### config.mk
export PLATFORM = sky130hd
export DESIGN_NAME = keypad_key_reader
export DESIGN_NICKNAME = d
export VERILOG_FILES = /design/src/rtl/keypad_pkg.sv /design/src/rtl/keypad_key_fifo.sv /design/src/rtl/keypad_key_reader.sv
export SDC_FILE = /design/constraint.sdc
export NUM_CORES = 1
export LEC_CHECK = 0
export ABC_CLOCK_PERIOD_IN_PS = 4300
export CORE_AREA = 2 2 85 87
export CTS_BUF_LIST = sky130_fd_sc_hd__clkbuf_8
export DETAILED_ROUTE_END_ITERATION = 12
export DIE_AREA = 0 0 87 89
export DONT_BUFFER_PORTS = 1
export GPL_ROUTABILITY_DRIVEN = 0
export GPL_TIMING_DRIVEN = 1
export PLACE_DENSITY = 0.44
export REMOVE_ABC_BUFFERS = 1
export SETUP_SLACK_MARGIN = 0.15
export SLEW_MARGIN = 20
export SYNTH_ARGS = -nofsm -noshare
export SYNTH_HDL_FRONTEND = slang
export SYNTH_HIERARCHICAL = 1
export SYNTH_SLANG_ARGS = --single-unit
### constraint.sdc
create_clock -name Clock -period 4.3 [get_ports Clock]
set_input_delay 1.075 -clock Clock [delete_from_list [all_inputs] [get_ports Clock]]
set_output_delay 1.075 -clock Clock [all_outputs]
set_load 0.01 [all_outputs]
### src/rtl/keypad_pkg.sv
// Shared definitions for the keypad key reader.
//   DefFifoDepth : default number of buffered key codes
//   StIdle/StAck : handshake FSM state encoding
//   KeyMap       : 16-entry {row,col} -> key code table, nibble i holds code for index i
//   decode_key() : combinational lookup into KeyMap
package keypad_pkg;

  localparam int unsigned DefFifoDepth = 4;

  localparam logic [0:0] StIdle = 1'b0;
  localparam logic [0:0] StAck  = 1'b1;

  // Rows from the top of the keypad: 1 2 3 A / 4 5 6 B / 7 8 9 C / E 0 F D.
  localparam logic [63:0] KeyMap = {4'hD, 4'hF, 4'h0, 4'hE,
                                    4'hC, 4'h9, 4'h8, 4'h7,
                                    4'hB, 4'h6, 4'h5, 4'h4,
                                    4'hA, 4'h3, 4'h2, 4'h1};

  function automatic logic [3:0] decode_key(input logic [3:0] row_col);
    logic [5:0] base;
    base = {row_col, 2'b00};
    return KeyMap[base +: 4];
  endfunction

endpackage

### src/rtl/keypad_key_fifo.sv
// Small key-code FIFO with registered occupancy.
//   clk_i, rst_ni : clock, asynchronous active-low reset
//   push_i/data_i : write a code (ignored when full or clearing)
//   pop_i         : remove head (ignored when empty or clearing)
//   clear_i       : synchronous flush, overrides push and pop
//   count_o       : occupancy; full_o/valid_o derived from it
//   head_o        : code at head, 0 when empty
module keypad_key_fifo #(
  parameter int unsigned Depth = 4
) (
  input  logic       clk_i,
  input  logic       rst_ni,
  input  logic       push_i,
  input  logic [3:0] data_i,
  input  logic       pop_i,
  input  logic       clear_i,
  output logic [4:0] count_o,
  output logic       full_o,
  output logic       valid_o,
  output logic [3:0] head_o
);

  localparam int unsigned PtrW = $clog2(Depth);

  logic [3:0]      mem_q [Depth];
  logic [PtrW-1:0] wptr_q, wptr_d;
  logic [PtrW-1:0] rptr_q, rptr_d;
  logic [4:0]      count_q, count_d;
  logic            do_push, do_pop;

  // Full and empty are judged on registered occupancy only.
  assign full_o  = (count_q == 5'(Depth));
  assign valid_o = (count_q != 5'd0);
  assign do_push = push_i & ~full_o & ~clear_i;
  assign do_pop  = pop_i & valid_o & ~clear_i;

  always_comb begin
    wptr_d  = wptr_q;
    rptr_d  = rptr_q;
    count_d = count_q;
    if (clear_i) begin
      wptr_d  = '0;
      rptr_d  = '0;
      count_d = '0;
    end else begin
      // Depth is a power of two, so natural overflow gives the modulo wrap.
      if (do_push) wptr_d = wptr_q + PtrW'(1);
      if (do_pop)  rptr_d = rptr_q + PtrW'(1);
      if (do_push && !do_pop)      count_d = count_q + 5'd1;
      else if (!do_push && do_pop) count_d = count_q - 5'd1;
    end
  end

  always_ff @(posedge clk_i or negedge rst_ni) begin
    if (!rst_ni) begin
      wptr_q  <= '0;
      rptr_q  <= '0;
      count_q <= '0;
    end else begin
      wptr_q  <= wptr_d;
      rptr_q  <= rptr_d;
      count_q <= count_d;
    end
  end

  // Storage needs no reset: head is masked while the FIFO is empty.
  always_ff @(posedge clk_i) begin
    if (do_push) mem_q[wptr_q] <= data_i;
  end

  assign head_o  = valid_o ? mem_q[rptr_q] : 4'h0;
  assign count_o = count_q;

endmodule

### src/rtl/keypad_key_reader.sv
// Keypad key reader: handshakes with a key scanner, decodes {row,col} into a key
// code and buffers codes in a FIFO for a downstream consumer.
//   Clock, Reset   : rising-edge clock, asynchronous active-low reset
//   KeyRdy         : scanner presents a key on RowColVector ([3:2] row, [1:0] col)
//   KeyRd          : registered acknowledge, held until KeyRdy drops
//   KeyValid       : FIFO non-empty, KeyCode holds the head code (0 otherwise)
//   KeyAccept      : pop head when KeyValid=1
//   Clear          : synchronous FIFO flush, handshake unaffected
//   KeyCount       : FIFO occupancy
module keypad_key_reader
  import keypad_pkg::*;
#(
  parameter int unsigned FIFO_DEPTH = DefFifoDepth
) (
  input  logic       Clock,
  input  logic       Reset,
  input  logic       KeyRdy,
  input  logic [3:0] RowColVector,
  output logic       KeyRd,
  output logic       KeyValid,
  output logic [3:0] KeyCode,
  input  logic       KeyAccept,
  input  logic       Clear,
  output logic [4:0] KeyCount
);

  logic [0:0] state_q, state_d;
  logic       key_rd_q, key_rd_d;
  logic       push;
  logic       fifo_full;

  // A full FIFO leaves the FSM in idle with KeyRd low, so the scanner stalls
  // and the key is taken once space frees up.
  always_comb begin
    state_d  = state_q;
    key_rd_d = key_rd_q;
    push     = 1'b0;
    unique case (state_q)
      StIdle: begin
        if (KeyRdy && !fifo_full) begin
          push     = 1'b1;
          state_d  = StAck;
          key_rd_d = 1'b1;
        end
      end
      StAck: begin
        if (!KeyRdy) begin
          state_d  = StIdle;
          key_rd_d = 1'b0;
        end
      end
      default: begin
        state_d  = StIdle;
        key_rd_d = 1'b0;
      end
    endcase
  end

  always_ff @(posedge Clock or negedge Reset) begin
    if (!Reset) begin
      state_q  <= StIdle;
      key_rd_q <= 1'b0;
    end else begin
      state_q  <= state_d;
      key_rd_q <= key_rd_d;
    end
  end

  keypad_key_fifo #(
    .Depth(FIFO_DEPTH)
  ) u_fifo (
    .clk_i  (Clock),
    .rst_ni (Reset),
    .push_i (push),
    .data_i (decode_key(RowColVector)),
    .pop_i  (KeyAccept),
    .clear_i(Clear),
    .count_o(KeyCount),
    .full_o (fifo_full),
    .valid_o(KeyValid),
    .head_o (KeyCode)
  );

  assign KeyRd = key_rd_q;

endmodule

Word level (Yosys, flattened, before mapping)
Memories as Yosys holds them, arrays and structs flattened.
Cells that the tools add are included.
W data, S select, Z words.
- memory bits (writable): 16
- output and inout port bits: 11
- word-level logic and storage cells: 49
- bits of input ports: 9
- memories: 1
- register bits after elaboration: 11
- memory list (name ; depth ; bits a word ; read ports ; clocked after Yosys merged registers in ; wr ports ; line ; RTL):
    u_fifo.mem_q ; 4 ; 4 ; 1 ; 0 ; 1 ; keypad_key_fifo.sv:25 ; logic [3:0] mem_q [Depth];
- $add $sub $neg: 4
- equal/unequal tests: 3
- shift-type cells: 1
- bitwise logic cells: 7
- reduce and logical (&&, ||, !) cells: 11
- muxes and demuxes: 17
- operators with widths (cell ; number):
    $shiftx A64 B7 Y4 const A ; 1
    $mux W5 ; 3
    $mux W2 ; 4
    $mux W1 ; 7
    $add A5 B1 Y5 const B ; 1
    $eq A5 B3 Y1 const B ; 1
    $reduce_bool A5 Y1 ; 1
    $sub A5 B1 Y5 const B ; 1
    $add A2 B1 Y2 const B ; 2
    $and A1 B1 Y1 ; 4
    $mux W4 ; 1
    $ne A2 B2 Y1 const B ; 2
    $pmux W1 S2 ; 2
    $reduce_bool A2 Y1 ; 2
    $logic_and A1 B1 Y1 ; 3
    $logic_not A1 Y1 ; 3
    $not A1 Y1 ; 3
    $reduce_bool A3 Y1 ; 1
    $reduce_and A2 Y1 ; 1

Logic depth before layout (Yosys ltp)
- depth after elaboration: 12
- depth in mapped cells: 13
- gate-level depth less buffers: 12

Cells and area by module
Netlist, hierarchy kept.
- modules (own cells, without submodules) (module ; times used ; area each (sq um) ; cells each ; sequential area each (sq um)):
    keypad_key_fifo ; 1 ; 1373.8 ; 110 ; 705.7
    keypad_key_reader ; 1 ; 280.3 ; 33 ; 50.0

Worst setup path before layout
No wires, ideal clock.
- kind: input-to-reg
- start: input port KeyRdy
- end: register u_fifo.count_q[4], in the netlist u_fifo/count_o[4]
- required time: 4.231 ns
- stages on the path: 9
- library setup time: 0.069 ns
- data arrival time: 3.273 ns
- slack: 0.958 ns
- path buffers: 0
- cells stage by stage: and3_1 a21boi_0 nor2b_1 nand2_1 ha_1 a21o_2 a21oi_1 or4_2 nand3_1
- cells in the longest elaborated chain, start to end: 8
- elaborated cells between the ends (all ways): 11
- those cells by class: mux (4); bitwise (2); reduce/logical (5)
- ends and longest elaborated chain (element ; line ; RTL):
    start, declared ; keypad_key_reader.sv:17 ; input logic KeyRdy,
    $logic_and A1 B1 Y1 * ; keypad_key_reader.sv:40 ; if (KeyRdy && !fifo_full) begin
    $mux W1 * ; keypad_key_reader.sv:40 ;
    $mux W1 * ; keypad_key_reader.sv:38 ; unique case (state_q)
    $and A1 B1 Y1 * (2 in series) ; keypad_key_fifo.sv:34 ; assign do_push = push_i & ~full_o & ~clear_i;
    $logic_and A1 B1 Y1 / $logic_not A1 Y1 (equally long branches) ; keypad_key_fifo.sv:49, keypad_key_fifo.sv:50 ;
    $mux W5 / $logic_and A1 B1 Y1 (equally long branches) ; keypad_key_fifo.sv:49, keypad_key_fifo.sv:50 ;
    $mux W5 / $reduce_bool A3 Y1 (equally long branches) ; -- ;
    end signal, assigned ; keypad_key_fifo.sv:62 ; count_q <= count_d;
    end, declared ; keypad_key_fifo.sv:28 ; logic [4:0] count_q, count_d;
Mark *: on every way between the ends. The rest lies on a longest branch, timed or not.
A chain may end at the register's enable or synchronous reset.

Final worst setup path
- start: register u_fifo.count_q[0], in the netlist u_fifo/count_o[0]
- end: register u_fifo.count_q[4], in the netlist u_fifo/count_o[4]
- cells in the longest elaborated chain, start to end: 10
- elaborated cells between the ends (all ways): 21
- those cells by class: add/sub (2); eq/ne (1); mux (5); bitwise (5); reduce/logical (8)
- ends and longest elaborated chain (element ; line ; RTL):
    $eq A5 B3 Y1 * ; keypad_key_fifo.sv:32 ; assign full_o = (count_q == 5'(Depth));
    named net fifo_full ; keypad_key_reader.sv:30 ; logic fifo_full;
    $logic_not A1 Y1 * ; keypad_key_reader.sv:40 ;
    $logic_and A1 B1 Y1 * ; keypad_key_reader.sv:40 ;
    $mux W1 * ; keypad_key_reader.sv:40 ;
    $mux W1 * ; keypad_key_reader.sv:38 ;
    named net push ; keypad_key_reader.sv:29 ; logic push;
    $and A1 B1 Y1 * (2 in series) ; keypad_key_fifo.sv:34 ;
    $logic_and A1 B1 Y1 / $logic_not A1 Y1 (equally long branches) ; keypad_key_fifo.sv:49, keypad_key_fifo.sv:50 ;
    $mux W5 / $logic_and A1 B1 Y1 (equally long branches) ; keypad_key_fifo.sv:49, keypad_key_fifo.sv:50 ;
    $mux W5 / $reduce_bool A3 Y1 (equally long branches) ; -- ;
Mark *: on every way through the listed nets, which the timed path passes. The rest lies on a longest branch. The select of a mux whose other input is x is not followed.

==> results.toml <==
[yosys]
synth_cell_types = 40
synth_mux_area_share_pct = 10.7
yosys.area_share.simple_pct = 14.1
yosysWarnings = 6
synth-edff-count = 16
synth_common_cells = "edfxtp_1 (16), ha_1 (14), a21oi_1 (12)"
syn-instance-count = 143
synthArstFlopShare_pct = 40.7
synth_xor_area_share_pct = 2.12
syn-cell-area_um2 = 1650
syn_avg_cell_area_um2 = 11.6
synth_top_area_cell = "edfxtp_1"
synth_compound_area_share_pct = 11.6
synth_seq_cells = 27
synth_top_family_by_area = "simple AND/OR/NAND/NOR gates"
yosysSeqAreaShare_pct = 45.7
synth-adder-area-share_pct = 11.8
synthFlopType = "edfxtp_1"
synth_area_leaders = "edfxtp_1 (29%), dfrtp_1 (17%), ha_1 (11%), mux4_2 (5.4%), a21oi_1 (3.6%)"
synth.most_common_cell = "edfxtp_1"
synth_top_area_share_pct = 29.0

[sta]
final-hold-violation-count = 0
fmax_mhz = 277
hold_ws_ns = 0.471
drv_slew = 0
worst_pin_slew_ns = 0.524
setup_viol = 0
slew_headroom_pct = 64.7
rsz0062_at_grt = "false"
setup_tns_ns = 0
fin_skew_ns = 0.00683
period_needed_ns = 3.62
fin_crit_sh_pct = 84.1

[routing]
route.detailed.drc = 0
first_pass_iters = 4
drt_iter0_drc = 73
ant_nets = 0
vias = 1044
drt-total-wl_um = 3210
post_drt_wl_per_cell_um = 14.5
viasPerCell = 4.70

[final_layout]
num_antenna_cells = 0
synthToLayoutAreaGrowth_pct = 7.26
nNetsFinal = 167
final_util_pct = 26.4
drive_gt1_share_pct = 11.3

[clocking]
ctsLongestPathBuffers = 2
cts.clk_slew.worst_paths_ns = 0.10
cts-buffers-inserted = 3
cts_sinks = 27
htree_num_levels = 1
cts_root_buf = "clkbuf_8"
cts_tree = "done"
clk_latency_ns = 0.27

[placed_design]
place_hpwl_um = 2490
port_buffers = 0

[global_route]
grt.overflow.total = 0
grt_max_degree = 17
track_usage_pct = 9.03
grt_pass1_wl_um = 5300
antenna_found_initial = 0
grt_pass1_vias = 1044

[worst_setup_path]
worstPathRequired_ns = 4.51
reg2reg_slack_ns = 0.68
r2r_cells = 12
crit_fanout = 9
r2r-end = "u_fifo/count_o[4]"
crit_arrival_ns = 3.82
startpoint_type = "register"
rr_startpoint = "u_fifo/count_o[0]"
worstSetupPathType = "reg -> reg"
cp-end-kind = "register"

[floorplanning]
die_h_um = 89
die-area_um2 = 7740
row_count = 30
core_area_um2 = 6720
io_pins = 20
initial_core_util_pct = 24.6
die_x_um = 87

[power]
p_leak_nw = 0.685
pwr-share-clk_pct = 15.3
combPwrFrac_pct = 42.3
ir_drop_uv = 104
p_sw_share_pct = 41.2
finalPower_uw = 963
seq_power_share_pct = 42.4
p_int_uw = 566
power_density_nw_per_um2 = 543
p_switching_uw = 397

[worst_hold_path]
hold_start = "state_q"
min_path_type = "reg -> reg"
hold_path_end = "KeyRd"
holdPathStages = 1

[flow_run]
drv_cap = 0

[run_status]
status = "completed"
[sequential cells by signal, summed over array words and instances, names as in the netlist]
name            count
KeyRd               1
state_q             1
u_fifo/count_o      5
u_fifo/mem_q       16
u_fifo/rptr_q       2
u_fifo/wptr_q       2
[worst max path at each step]
| stage | startpoint | endpoint | slack, ns | cells past startpoint |
|---|---|---|---|---|
| CTS | u_fifo/count_o[0] | u_fifo/count_o[4] | 0.61 | 12 |
| global route | u_fifo/count_o[0] | u_fifo/count_o[4] | 0.25 | 12 |
| detailed placement | KeyRdy | u_fifo/count_o[4] | 0.62 | 9 |
| finish | u_fifo/count_o[0] | u_fifo/count_o[4] | 0.68 | 12 |
| floorplan | KeyRdy | u_fifo/count_o[4] | 0.96 | 9 |
| global placement | KeyRdy | u_fifo/count_o[4] | 0.77 | 9 |
[stage by stage]
stage	setup WS, ns	std cells	instance area (µm²)
floorplan	0.957	138	1630
global placement	0.770	218	1730
detailed placement	0.615	218	1730
CTS	0.613	222	1770
global route	0.245	222	1770
finish	0.685	222	1770
[cell families after synthesis]
kind of cell / after synthesis
compound gates: 31
xor+xnor: 4
fa+ha+maj: 15
buf+inv: 15
flops: 27
mux: 12
simple gates: 39
[timing repair]
item / 4_1_cts / 5_1_grt
endpoints found under the setup margin: 0 / 1
gates resized for setup: 0 / 1
hold buffers: 0 / 0
setup buffers: 0 / 0
[cells in the final DEF (no fill, tap or decap), types with 2 or more instances in the layout]
cell	netlist	final
nand2_1	4	4
o211ai_1	2	2
xor2_1	3	3
clkbuf_8	0	3
nand3_1	5	5
nand2b_1	2	2
dfrtp_1	11	11
o21ai_0	8	8
mux4_2	4	4
and2_1	4	4
ha_1	14	14
a21oi_1	12	12
edfxtp_1	16	16
nor2_1	10	10
nor2b_1	5	5
inv_1	10	10
mux2i_1	6	6
o41ai_1	2	2
[cell type report]
class / count / area, µm²
clock buffer: 3 / 41.3
multi-input combinational: 101 / 832
inverter: 10 / 37.5
sequential: 27 / 756
tap: 80 / 100
fill: 693 / 4940
clock inverter: 1 / 7.51
[per-layer routing]
metal	global-route usage (%)	up-vias	part of all wire, %
met5	0	-	0
met4	4.26	0	2.0
met3	0.923	4	1.5
met2	16.0	16	50
met1	11.0	506	46
li1	-	518	-
[power groups by stage]
stage	registers, mW	clock network [mW]	logic, mW
detailed placement	0.417	0	0.410
finish	0.408	0.147	0.408
CTS	0.411	0.154	0.413
floorplan	0.391	0	0.340
global route	0.422	0.165	0.469
global placement	0.415	0	0.406
[critical path, cell delays in order (launching register included)]
cell	delay, ns
dfrtp_1	0.61
or4_1	0.30
nor2_1	0.09
inv_1	0.07
and3_1	0.27
a21boi_1	0.33
nor2b_1	0.28
nand2_1	0.21
fa_1	0.46
a21o_2	0.25
a2111oi_0	0.47
mux2i_1	0.13
nand3_1	0.08
No activity file was read; power rests on OpenSTA's default activity.
==> RTL change 1: new RTL, config.mk and constraints unchanged <==
Put a register stage on the output `KeyCount`. The value now appears one clock later. The other outputs are not delayed to match.
--- a/src/rtl/keypad_key_reader.sv
+++ b/src/rtl/keypad_key_reader.sv
@@ -23,6 +23,8 @@
   input  logic       Clear,
   output logic [4:0] KeyCount
 );
+
+  logic [4:0] KeyCount_d;
 
   logic [0:0] state_q, state_d;
   logic       key_rd_q, key_rd_d;
@@ -75,7 +77,7 @@
     .data_i (decode_key(RowColVector)),
     .pop_i  (KeyAccept),
     .clear_i(Clear),
-    .count_o(KeyCount),
+    .count_o(KeyCount_d),
     .full_o (fifo_full),
     .valid_o(KeyValid),
     .head_o (KeyCode)
@@ -83,5 +85,9 @@
 
   assign KeyRd = key_rd_q;
 
+  always_ff @(posedge Clock) begin
+    KeyCount <= KeyCount_d;
+  end
+
 endmodule
 
Function: changed (Yosys sat finds a counterexample within 4 cycles, from zero or initial values and one cycle with Reset low).
==> RTL change 1 against the unedited design <==
Synthesized area increased by 6.1%. Worst setup slack got worse by 0.075 ns. Final area increased by 9.2%. Total power increased by 23%. Synthesized cell count increased by 3.5%. Count of clock-buffer cells in the layout increased by 2. Sequential cell count increased by 5. Wire length increased by 5.9%. Highest routed layer unchanged.
==> RTL change 1: results (changes against the unedited design) <==
** Hold path
- The tightest min-delay check is of the input pin to async pin type.

** Placement
- DP Wirelength :: 2478 microns (-0.31%)
- Placed Cells incl. Taps :: 223 (+2.3%)
- The placement-stage cell area came to 1826 sq um (+5.8%).
- The worst slack at placement is 0.6250 ns (+0.009988 ns).
- Count of port buffers added during placement :: 0 (unchanged)

** Synthesis
- The count of unique library cells instantiated by Yosys was 41 (+2.5%).
- The sequential element share of the synthesized area is 0.4879 (+0.03099).
- Async SR Flop Fraction :: 0.3438 (-0.06366)
- Sorting the synthesized cells by area gives the leading types as sky130_fd_sc_hd__edfxtp_1 (27%), sky130_fd_sc_hd__dfrtp_1 (16%), sky130_fd_sc_hd__ha_1 (10%).
- Post-synthesis area per instance :: 11.85 sq um (+2.5%)

** Setup path
- Longest individual stage delay on the worst path :: 0.56 ns (-0.05 ns)
- The peak fanout along the critical path was 9 (unchanged).
- The arrival time of the worst setup path is 3.91 ns (+0.09 ns).

** STA
- Worst Slack Setup Final :: 0.6092 ns (-0.07540 ns)
- Worst Skew :: 0.007372 ns (+0.0005415 ns)
- Worst hold slack :: 0.4714 ns (+0.0003830 ns)
- Slew headroom :: 0.6737 (+0.02662)

** GRT
- Global-route wire length before repair :: 5478 microns (+3.4%)
- The pin count of the biggest net entering global routing came to 13 (-4).
- The number of global-route vias before repair was 1135 (+8.7%).
- The overall fraction of global-route tracks in use came to 0.09613 (+0.005841).

** Clock tree
- The H-tree depth is 2 (+1).
- The number of buffers created by CTS was 5 (+2).
- Post-CTS setup buffer count :: 0 (unchanged)
- Number of instances resized during post-cts repair :: 0 (unchanged)
- The worst-skew pair later-pin latency came to 0.29 ns (+0.02 ns).
- The clock transition at the register clock pins on the worst setup and hold paths after CTS is 0.07 ns (-0.03 ns).

** Power
- The maximum VDD drop was 0.1269 mV (+23%).
- The net switching power was 444.3 uW (+12%).
- The total leakage power was 0.0007577 uW (+11%).

** Drt
- Routed wire per std cell :: 14.73 microns (+1.8%)
- The iteration count of the initial detailed-routing pass came to 4 (unchanged).
- The final wirelength is 3402 microns (+5.9%).
- Via density per instance :: 4.853 (+3.2%)
- The DRC violation total after the first TritonRoute iteration came to 63 (-14%).

** Cells and area
- The count of filler cells inserted in the layout was 680 (-1.9%).
- Layout cells sized above 1 :: 0.1325 (+0.01977)
- The final net count came to 174 (+4.2%).
- The register with the most flip-flops in the final layout is u_fifo/mem_q.

** Outcome
- The flow ran to the end, and the final reports show no timing, DRC or antenna violations.
[RTL change 1: cell types whose count changed after synthesis]
cell | before | now
sky130_fd_sc_hd__dfxtp_1 | 0 | 5
[RTL change 1: cell families after synthesis]
group	Yosys count	share of synthesized area
DFF	32	0.4879
and+or+nand+nor	39	0.1327
buffers and inverters	15	0.03780
AOI/OAI and AO/OA	31	0.1098
adders and majority gates	15	0.1113
xor gates and xnor gates	4	0.01998
muxes	12	0.1006
[RTL change 1: final timing paths]
check / from / end / depth (start not counted)
worst max-delay path: u_fifo/count_o[0] / u_fifo/count_o[4] / 12
min in group Clock: state_q / KeyRd / 1
worst min register to register: state_q / KeyRd / 1
worst max register to register: u_fifo/count_o[0] / u_fifo/count_o[4] / 12
worst min-delay path: Reset / u_fifo/count_o[1] / 0
max in group asynchronous: Reset / u_fifo/rptr_q[0] / 0
[RTL change 1: final cells by class]
class | instances | area [sq um] | share of cell area
multi-input combinational | 101 | 832.0 | 0.4296
clock inverter | 3 | 42.54 | 0.02196
clock buffer | 5 | 68.82 | 0.03553
tap | 80 | 100.1 | 0.05168
sequential | 32 | 855.8 | 0.4419
inverter | 10 | 37.54 | 0.01938
[RTL change 1: critical path, delay by kind of cell (launching register included)]
family                   cells  cell delay, ns
AO/OA/AOI/OAI                3            1.10
adder cells (fa/ha/maj)      1            0.45
buffers and inverters        1            0.07
flip-flops                   1            0.56
multiplexers                 1            0.13
AND/OR/NAND/NOR              6            1.32
[RTL change 1: metal layers]
metal,share of wire,global-route usage
met4,0.030,0.06250
met2,0.48,0.1534
met3,0.040,0.02955
met5,0,0
met1,0.45,0.1123
[RTL change 1: power by group through the flow]
stage	registers [uW]	logic (uW)	clock network [uW]
after detailed placement	487	416	0
after CTS	480	419	297
after floorplan	457	340	0
after global routing	491	471	305
final	476	418	288
after global placement	485	405	0
==> RTL change 2: new RTL, config.mk and constraints unchanged <==
Made on the original files. `DefFifoDepth`: 4 -> 2.
--- a/src/rtl/keypad_pkg.sv
+++ b/src/rtl/keypad_pkg.sv
@@ -5,7 +5,7 @@
 //   decode_key() : combinational lookup into KeyMap
 package keypad_pkg;
 
-  localparam int unsigned DefFifoDepth = 4;
+  localparam int unsigned DefFifoDepth = 2;
 
   localparam logic [0:0] StIdle = 1'b0;
   localparam logic [0:0] StAck  = 1'b1;
Formal check against the unedited RTL: not equivalent (Yosys sat finds a counterexample within 10 cycles, from zero or initial values and one cycle with Reset low).
==> RTL change 2 against the unedited design <==
Total power decreased by 27%. Final area decreased by 27%. Wire length decreased by 20%. Count of clock-buffer cells in the layout unchanged. Sequential power decreased by 33%. Global-route usage decreased by 2.0 points. Die area unchanged. Sequential cell count decreased by 10. Critical path depth decreased by 9. Hold slack improved by 0.014 ns. Worst setup slack improved by 0.48 ns. Sequential share of layout area decreased by 6.8 points. Synthesized area decreased by 29%. Final cell count decreased by 11%.
==> RTL change 2: results (changes against the unedited design) <==
** Synthesis
- The fraction of synthesized area in multiplexers was 0.1073 (+0.0006760).
- The instance count of the mapped netlist came to 118 (-17%).
- The xor/xnor share of the synthesized area was 0.02232 (+0.001137).
- Async SR Flop Fraction :: 0.5294 (+0.1220)
- Synth warn :: 6 (unchanged)
- Portion of the post-synthesis area used by sequential elements :: 0.3953 (-0.06156)
- Commonest cells post-synth :: sky130_fd_sc_hd__nor2_1 (15), sky130_fd_sc_hd__a21oi_1 (11), sky130_fd_sc_hd__mux2i_1 (10)
- By area, the combinational part of the netlist is dominated by compound AO/OA/AOI/OAI gates.
- Among all flip-flop cells after synthesis, the most frequent one is sky130_fd_sc_hd__dfrtp_1.
- Share of synthesized cell area in full adder, half adder and majority cells :: 0.1126 (-0.005357)
- By area the synthesized netlist is led by sky130_fd_sc_hd__edfxtp_1 (20%), sky130_fd_sc_hd__dfrtp_1 (19%), sky130_fd_sc_hd__ha_1 (9.6%).
- Number of different library cells in the post-synthesis netlist :: 37 (-7.5%)

** GRT
- Met2 demand-to-capacity share in global routing :: 0.1138 (-0.04580)
- Global-route wire length before repair :: 4305 microns (-19%)
- The met3 capacity usage during global routing is 0.01754 (+0.008310).
- The overall fraction of global-route tracks in use is 0.07070 (-0.01959).
- The global-route track usage on met1 was 0.09208 (-0.01833).
- Maximum number of pins on one net before global-route repair :: 11 (-6)
- Via count of the first global-routing pass :: 863 (-17%)

** Power
- Maximum vdd drop :: 0.1274 mV (+23%)
- The net switching power is 307.8 uW (-22%).
- The total leakage power is 0.0005194 uW (-24%).

** Cells and area
- Max reg flops :: 8 (-8)
- The final net count came to 138 (-17%).
- Layout cells sized above 1 :: 0.07627 (-0.03640)

** Drt
- The final wirelength is 2560 microns (-20%).
- The via density per instance is 4.227 (-10%).
- The DRC violation total after the first TritonRoute iteration is 33 (-55%).

** Outcome
- Status :: finished clean

** Placement
- Placed Cells incl. Taps :: 194 (-11%)

** STA
- Worst Skew :: 0.01799 ns (+0.01116 ns)
- The actual slew at the worst max-slew pin was 0.5937 ns (+0.06994 ns).

** Setup path
- The arrival time of the worst setup path is 2.06 ns (-1.76 ns).

** Clock tree
- Clock-pin slew of the registers on the worst-case setup and hold paths :: 0.08 ns (-0.02 ns)
RTL change 2: changes by cell type in the layout (fill, tap and decap cells not counted), moves of 2 or more:
cell / unedited run / this run
sky130_fd_sc_hd__and2_1: 4 / 1
sky130_fd_sc_hd__dfrtp_1: 11 / 9
sky130_fd_sc_hd__edfxtp_1: 16 / 8
sky130_fd_sc_hd__ha_1: 14 / 9
sky130_fd_sc_hd__inv_1: 10 / 8
sky130_fd_sc_hd__mux2i_1: 6 / 10
sky130_fd_sc_hd__mux4_2: 4 / 0
sky130_fd_sc_hd__nand2b_1: 2 / 4
sky130_fd_sc_hd__nand3_1: 5 / 3
sky130_fd_sc_hd__nor2_1: 10 / 15
sky130_fd_sc_hd__nor2b_1: 5 / 0
sky130_fd_sc_hd__nor3_1: 0 / 2
RTL change 2: critical path: stages, from the launching register on:
cell and delay (ns):
sky130_fd_sc_hd__dfrtp_1 0.53, sky130_fd_sc_hd__or4_1 0.70, sky130_fd_sc_hd__nor2_1 0.39, sky130_fd_sc_hd__nor2_1 0.18
RTL change 2: through the flow:
stage / instance area (sq um) / worst slack [ns] / utilization
2_1_floorplan: 1154 / 1.497 / -
3_3_place_gp: 1254 / 1.236 / 0.1866
3_5_place_dp: 1254 / 1.183 / 0.1866
4_1_cts: 1299 / 1.099 / 0.1933
5_1_grt: 1299 / 0.9082 / 0.1933
6_report: 1299 / 1.168 / 0.1933
RTL change 2: final timing paths:
check / to / depth (start not counted) / slack, ns / start
worst min-delay path: KeyRd / 1 / 0.48 / state_q
max in group asynchronous: u_fifo/rptr_q / 0 / 3.71 / Reset
worst max-delay path: KeyCode[1] / 3 / 1.17 / u_fifo/count_o[0]
min in group asynchronous: u_fifo/count_o[1] / 0 / 0.50 / Reset
worst max register to register: u_fifo/count_o[3] / 12 / 1.17 / u_fifo/count_o[0]
worst min register to register: KeyRd / 1 / 0.48 / state_q
RTL change 2: area by class of cell:
type | instances | area, sq um
Sequential cell | 17 | 465.4
Inverter | 7 | 26.28
Clock inverter | 1 | 3.754
Multi-Input combinational cell | 90 | 661.9
Tap cell | 80 | 100.1
Clock buffer | 3 | 41.29
Fill cell | 730 | 5420
RTL change 2: per-layer routing:
metal  share of wire  up-vias
met5               0        -
met2            0.45       15
met1            0.49      395
met3           0.052        2
li1                -      425
met4           0.013        0
RTL change 2: power groups by stage:
stage / clock network [uW] / logic (uW) / registers (uW)
CTS: 127 / 314 / 276
global route: 135 / 349 / 283
floorplan: 0 / 257 / 261
global placement: 0 / 314 / 280
finish: 121 / 311 / 274
detailed placement: 0 / 311 / 280
